===== src/rtl/risc_pkg.sv =====
// Shared definitions for the 8-bit RISC core: opcode encodings, writeback
// source codes and the sequencer state encoding.
package risc_pkg;

    localparam int unsigned PC_W     = 8;
    localparam int unsigned OPC_BITS = 3;

    localparam logic [OPC_BITS-1:0] OPC_ALU  = 3'b000;
    localparam logic [OPC_BITS-1:0] OPC_LDI  = 3'b001;
    localparam logic [OPC_BITS-1:0] OPC_LD   = 3'b010;
    localparam logic [OPC_BITS-1:0] OPC_ST   = 3'b011;
    localparam logic [OPC_BITS-1:0] OPC_BEQZ = 3'b100;
    localparam logic [OPC_BITS-1:0] OPC_JMP  = 3'b101;
    localparam logic [OPC_BITS-1:0] OPC_NOP  = 3'b110;
    localparam logic [OPC_BITS-1:0] OPC_HALT = 3'b111;

    localparam logic [1:0] WB_ALU = 2'b00;
    localparam logic [1:0] WB_MEM = 2'b01;
    localparam logic [1:0] WB_IMM = 2'b10;

    typedef enum logic [2:0] {
        ST_FETCH,
        ST_DECODE,
        ST_EXEC,
        ST_MEM,
        ST_WB,
        ST_HALT
    } state_t;

endpackage


===== src/rtl/pc_seq_decode.sv =====
// Combinational opcode-to-class decoder used by the pc_sequencer FSM.
module pc_seq_decode
    import risc_pkg::*;
#(
    parameter int unsigned OPC_W = 3
) (
    input  logic [OPC_W-1:0] opcode,
    output logic             is_mem,
    output logic             is_store,
    output logic             is_branch,
    output logic             is_jump,
    output logic             is_nop,
    output logic             is_halt,
    output logic             writes_reg,
    output logic [1:0]       wb_sel
);

    always_comb begin
        is_mem     = 1'b0;
        is_store   = 1'b0;
        is_branch  = 1'b0;
        is_jump    = 1'b0;
        is_nop     = 1'b0;
        is_halt    = 1'b0;
        writes_reg = 1'b0;
        wb_sel     = WB_ALU;
        case (opcode)
            OPC_ALU: begin
                writes_reg = 1'b1;
                wb_sel     = WB_ALU;
            end
            OPC_LDI: begin
                writes_reg = 1'b1;
                wb_sel     = WB_IMM;
            end
            OPC_LD: begin
                is_mem     = 1'b1;
                writes_reg = 1'b1;
                wb_sel     = WB_MEM;
            end
            OPC_ST: begin
                is_mem   = 1'b1;
                is_store = 1'b1;
            end
            OPC_BEQZ: is_branch = 1'b1;
            OPC_JMP:  is_jump   = 1'b1;
            OPC_NOP:  is_nop    = 1'b1;
            default:  is_halt   = 1'b1;
        endcase
    end

endmodule


===== src/rtl/pc_sequencer.sv =====
// Multi-cycle fetch/decode/execute sequencer for the 8-bit RISC core.
// Optional retired-instruction counter: define PC_SEQUENCER_RETIRE_CNT_EN.
module pc_sequencer
    import risc_pkg::*;
#(
    parameter int unsigned ADDR_W = 8,
    parameter int unsigned OPC_W  = 3
) (
    input  logic             clk,
    input  logic             reset,
    input  logic [OPC_W-1:0] opcode,
    input  logic             zero_flag,
    input  logic             mem_ack,
    output logic             mem_req,
    output logic             mem_we,
    output logic             addr_sel,
    output logic             loadir,
    output logic             loadpc,
    output logic             pc_jump,
    output logic             reg_we,
    output logic [1:0]       wb_sel,
`ifdef PC_SEQUENCER_RETIRE_CNT_EN
    output logic [15:0]      retire_cnt,
`endif
    output logic             halted
);

    if (ADDR_W != PC_W) begin : g_addr_w_check
        $error("pc_sequencer: ADDR_W must match the program counter width");
    end
    if (OPC_W != OPC_BITS) begin : g_opc_w_check
        $error("pc_sequencer: OPC_W must match the opcode encoding width");
    end

    state_t     state_q, state_d;
    logic       is_mem, is_store, is_branch, is_jump, is_nop, is_halt, writes_reg;
    logic [1:0] dec_wb_sel;

    pc_seq_decode #(.OPC_W(OPC_W)) u_decode (
        .opcode     (opcode),
        .is_mem     (is_mem),
        .is_store   (is_store),
        .is_branch  (is_branch),
        .is_jump    (is_jump),
        .is_nop     (is_nop),
        .is_halt    (is_halt),
        .writes_reg (writes_reg),
        .wb_sel     (dec_wb_sel)
    );

    always_ff @(posedge clk or negedge reset) begin
        if (!reset) state_q <= ST_FETCH;
        else        state_q <= state_d;
    end

    always_comb begin
        state_d  = state_q;
        mem_req  = 1'b0;
        mem_we   = 1'b0;
        addr_sel = 1'b0;
        loadir   = 1'b0;
        loadpc   = 1'b0;
        pc_jump  = 1'b0;
        reg_we   = 1'b0;
        wb_sel   = WB_ALU;
        halted   = 1'b0;
        case (state_q)
            ST_FETCH: begin
                mem_req = 1'b1;
                if (mem_ack) begin
                    loadir  = 1'b1;
                    loadpc  = 1'b1;
                    state_d = ST_DECODE;
                end
            end
            ST_DECODE: begin
                if (is_halt)     state_d = ST_HALT;
                else if (is_nop) state_d = ST_FETCH;
                else             state_d = ST_EXEC;
            end
            ST_EXEC: begin
                if (is_mem) begin
                    state_d = ST_MEM;
                end else begin
                    reg_we  = writes_reg;
                    wb_sel  = dec_wb_sel;
                    pc_jump = is_jump | (is_branch & zero_flag);
                    state_d = ST_FETCH;
                end
            end
            ST_MEM: begin
                mem_req  = 1'b1;
                addr_sel = 1'b1;
                mem_we   = is_store;
                if (mem_ack) state_d = is_store ? ST_FETCH : ST_WB;
            end
            ST_WB: begin
                reg_we  = 1'b1;
                wb_sel  = WB_MEM;
                state_d = ST_FETCH;
            end
            ST_HALT: halted = 1'b1;
            default: state_d = ST_FETCH;
        endcase

        // Reset is asynchronous, so the Mealy outputs must be silenced
        // combinationally rather than waiting for the state flop.
        if (!reset) begin
            mem_req  = 1'b0;
            mem_we   = 1'b0;
            addr_sel = 1'b0;
            loadir   = 1'b0;
            loadpc   = 1'b0;
            pc_jump  = 1'b0;
            reg_we   = 1'b0;
            wb_sel   = WB_ALU;
            halted   = 1'b0;
        end
    end

`ifdef PC_SEQUENCER_RETIRE_CNT_EN
    logic [15:0] retire_cnt_q, retire_cnt_d;
    logic        retire;

    // An instruction retires on the last cycle before FETCH, or on HALT entry.
    always_comb begin
        retire = (state_q inside {ST_DECODE, ST_EXEC, ST_MEM, ST_WB}) &&
                 (state_d inside {ST_FETCH, ST_HALT});
        retire_cnt_d = retire ? retire_cnt_q + 16'd1 : retire_cnt_q;
    end

    always_ff @(posedge clk or negedge reset) begin
        if (!reset) retire_cnt_q <= '0;
        else        retire_cnt_q <= retire_cnt_d;
    end

    assign retire_cnt = retire_cnt_q;
`endif

endmodule


===== config.mk =====
export PLATFORM = sky130hd
export DESIGN_NAME = pc_sequencer
export DESIGN_NICKNAME = d
export VERILOG_FILES = /design/src/rtl/risc_pkg.sv /design/src/rtl/pc_seq_decode.sv /design/src/rtl/pc_sequencer.sv
export SDC_FILE = /design/constraint.sdc
export NUM_CORES = 1
export LEC_CHECK = 0
export ABC_AREA = 1
export CAP_MARGIN = 20
export CELL_PAD_IN_SITES_DETAIL_PLACEMENT = 1
export CELL_PAD_IN_SITES_GLOBAL_PLACEMENT = 1
export CORE_MARGIN = 4
export CORE_UTILIZATION = 22
export DETAILED_ROUTE_END_ITERATION = 8
export MAX_ROUTING_LAYER = met4
export PLACE_DENSITY_LB_ADDON = 0.15
export SETUP_SLACK_MARGIN = 0.2
export SLEW_MARGIN = 25
export SYNTH_ARGS = -nofsm -noshare
export SYNTH_HDL_FRONTEND = slang
export SYNTH_SLANG_ARGS = --single-unit

===== constraint.sdc =====
create_clock -name clk -period 1.3 [get_ports clk]
set_clock_uncertainty 0.05 [all_clocks]
set_input_delay 0.26 -clock clk [delete_from_list [all_inputs] [get_ports clk]]
set_output_delay 0.26 -clock clk [all_outputs]
set_load 0.01 [all_outputs]

==> metrics.csv <==
stage,metric,value,unit
clock_tree,Worst-path clk slew,0.04,ns
place,# placed instances,94,
clock_tree,H-tree Lvls,1,
pwr,Sw Pwr,734,uW
detailed_routing,Vias per Instance,4.72,
place,post-DP HPWL,1060,um
hold_path,Worst Hold Class,in -> async,
timing,post-layout minimum cycle time,1.59,ns
critical_path,Startpoint Class,register,
synth,#FFs+latches synth,3,
clock_tree,Sink Count,3,
status,status,"complete, but fails checks",
timing,Final Cycle Share,122,%
synth,most common cell in the synthesized netlist,nand2_1,
clock_tree,Clock Tree Root,clkbuf_4,
timing,final hold violation count,0,
detailed_routing,DRC marker count from the first detailed-route iteration,6,
final_layout,Fill cells,159,
final_layout,Layout area overhead,162,%
floorplan,# rows,13,
flow_run,number of max-cap violations,0,
synth,share of the synthesized area in the top cell type,24.4,%
timing,Final Max Slew Viols,0,
critical_path,Required @ worst endpoint,0.99,ns
floorplan,initial core utilization,23.4,%
synth,dominant cell type by area after synthesis,dfrtp_1,
floorplan,Die Width,45.4,um
critical_path,worst-path maximum fanout,4,
final_layout,Ant. Diodes,0,
detailed_routing,residual DRC count,0,
floorplan,core region area,1320,sq um
place,IO Port Bufs,16,
synth,Synth Warn #,0,
timing,Fin Hold WS,0.105,ns
timing,worst slew pin tran,0.211,ns
clock_tree,Max Root-Sink Buffers,2,
final_layout,Largest regs,state_q: 3 flops,
critical_path,critical path type,reg -> out,
pwr,Pint,927,uW
pwr,sequential share of power,13.3,%
synth,Async SR Flop Fraction,100,%
critical_path,nature of the critical path endpoint,primary output,
synth,Post-synth top flop,dfrtp_1,
critical_path,CP Data Arrival Time,1.28,ns
final_layout,max reg flops,3,
global_route,Congestion Overflow GR,0,
detailed_routing,Routed Antenna Nets,0,
synth,distinct cell type count after synthesis,16,
detailed_routing,DR pass1 iterations,4,
synth,Mapped Cells,52,
pwr,Comb power frac,77.1,%
timing,RSZ-0062 raised after global routing,true,
detailed_routing,vias,519,
final_layout,NumNets Final,103,
timing,final setup vio count,12,
final_layout,ratio of cells with drive above 1 in the final layout,71.6,%
global_route,first-pass GRT wire length,2440,um
synth,Synth area leaders,"dfrtp_1, nand3_1, nand2_1, nor2_1, inv_1",
clock_tree,clock latency on the worst-skew pair,0.23,ns
pwr,clock network power share,9.7,%
global_route,pin count of the biggest net entering global routing,9,
synth,area of the mapped netlist,308,sq um
global_route,vias in the first global route,522,
final_layout,Non-Filler Instances,110,
floorplan,die area,2060,sq um
clock_tree,cts hold-fix bufs,0,
detailed_routing,Avg WL per Cell,15.3,um
pwr,Sw Ratio,44.2,%
final_layout,Largest Register,state_q,
timing,Slew HR,85.9,%
floorplan,die height,45.4,um
clock_tree,CTS tree,yes,
synth,commonest cells in the netlist,"nand2_1, nand3_1, nor2_1",
timing,TNS Setup,-2.47,ns
floorplan,Top Ports,17,
synth,post-synthesis sequential area ratio,24.4,%
pwr,P_leak,0.000435,uW
timing,FMAX,631,MHz
status,failing checks,setup timing,
global_route,antenna violations before repair,0,
timing,setup ws final,-0.285,ns
synth,Post-synth EDFFs,0,
place,RD Place Congestion,0.787,
synth,syn nets,59,
clock_tree,total CTS buffers,3,
detailed_routing,Post-Route WL,1680,um
synth,syn avg cell area,5.92,sq um
pwr,Worst VDD drop,0.00122,V
pwr,overall power,1660,uW
pwr,pwr/cell area,2060,nW/um^2
global_route,Tot GR Track Use,16.9,%
place,pre-CTS WS,-0.742,ns
power groups by stage:
stage | combinational (uW) | sequential (uW) | clock [uW]
final | 1280 | 221 | 160
after floorplan | 357 | 201 | 0
after CTS | 1030 | 216 | 162
after detailed placement | 720 | 205 | 0
after global placement | 700 | 201 | 0
after global routing | 1380 | 227 | 174
stage by stage:
stage                     instance area (sq um)  util, %
after floorplan                             335        -
after global placement                      597     45.3
after detailed placement                    597     45.3
after CTS                                   704     53.5
after global routing                        806     61.2
final                                       806     61.2
cell families (layout without fill, tap and decap cells):
group                  Yosys count  after routing  share of synthesized area, %
AOI/OAI and AO/OA                3              3                          4.88
buffers and inverters           10             53                          13.4
and+or+nand+nor                 36             36                          57.3
DFF                              3              3                          24.4
cell type report:
type	count	area, sq um	area share (%)
inverters	9	36.3	4.50
multi-input cells	39	325	40.4
well taps	15	18.8	2.33
clock buffers	4	26.3	3.26
flip-flops and latches	3	77.6	9.63
repair buffers	40	322	39.9
cells in the final DEF, fill, tap and decap left out, drive strengths merged:
cell and n:
a21oi 3, nand4 1, nor4 1, inv 9
dlymetal6s2s 3, nor2 10, dfrtp 3, dlygate4sd2 2
nand3 9, clkbuf 4, nand2 11, nand3b 1
buf 34, clkdlybuf4s50 1, nor3 3
timing repair:
| item | 4_1_cts | 5_1_grt |
|---|---|---|
| endpoints found under the setup margin | 13 | 13 |
| buffers inserted | 8 | 4 |
| pin swaps | 6 | 7 |
| resized for setup | 64 | 17 |
final timing paths:
path	start	endpoint	slack, ns	depth (start not counted)
max	state_q[1]$_DFFE_PN0P_	pc_jump	-0.29	5
min	reset	state_q[1]$_DFFE_PN0P_	0.10	2
max reg2reg	state_q[1]$_DFFE_PN0P_	state_q[2]$_DFFE_PN0P_	-0.09	9
min reg2reg	state_q[2]$_DFFE_PN0P_	state_q[0]$_DFFE_PN0P_	0.63	3
max in group asynchronous	reset	state_q[0]$_DFFE_PN0P_	0.98	2
min in group clk	opcode[1]	state_q[1]$_DFFE_PN0P_	0.50	5
critical path, stage by stage, from the launching register on:
cell     delay, ns
dfrtp_2       0.43
nand2_2       0.08
buf_4         0.14
buf_6         0.11
nor4_4        0.11
buf_2         0.17
metal layers:
| layer | track usage [%] | vias to the layer above | routed length (um) |
|---|---|---|---|
| met1 | 19.2 | 249 | 650 |
| met5 | - | - | 0 |
| met3 | 3.16 | 2 | 81 |
| met4 | 5.26 | 0 | 19 |
| met2 | 29.5 | 14 | 932 |
| li1 | - | 254 | - |
Power figures use the tool's default switching activity.
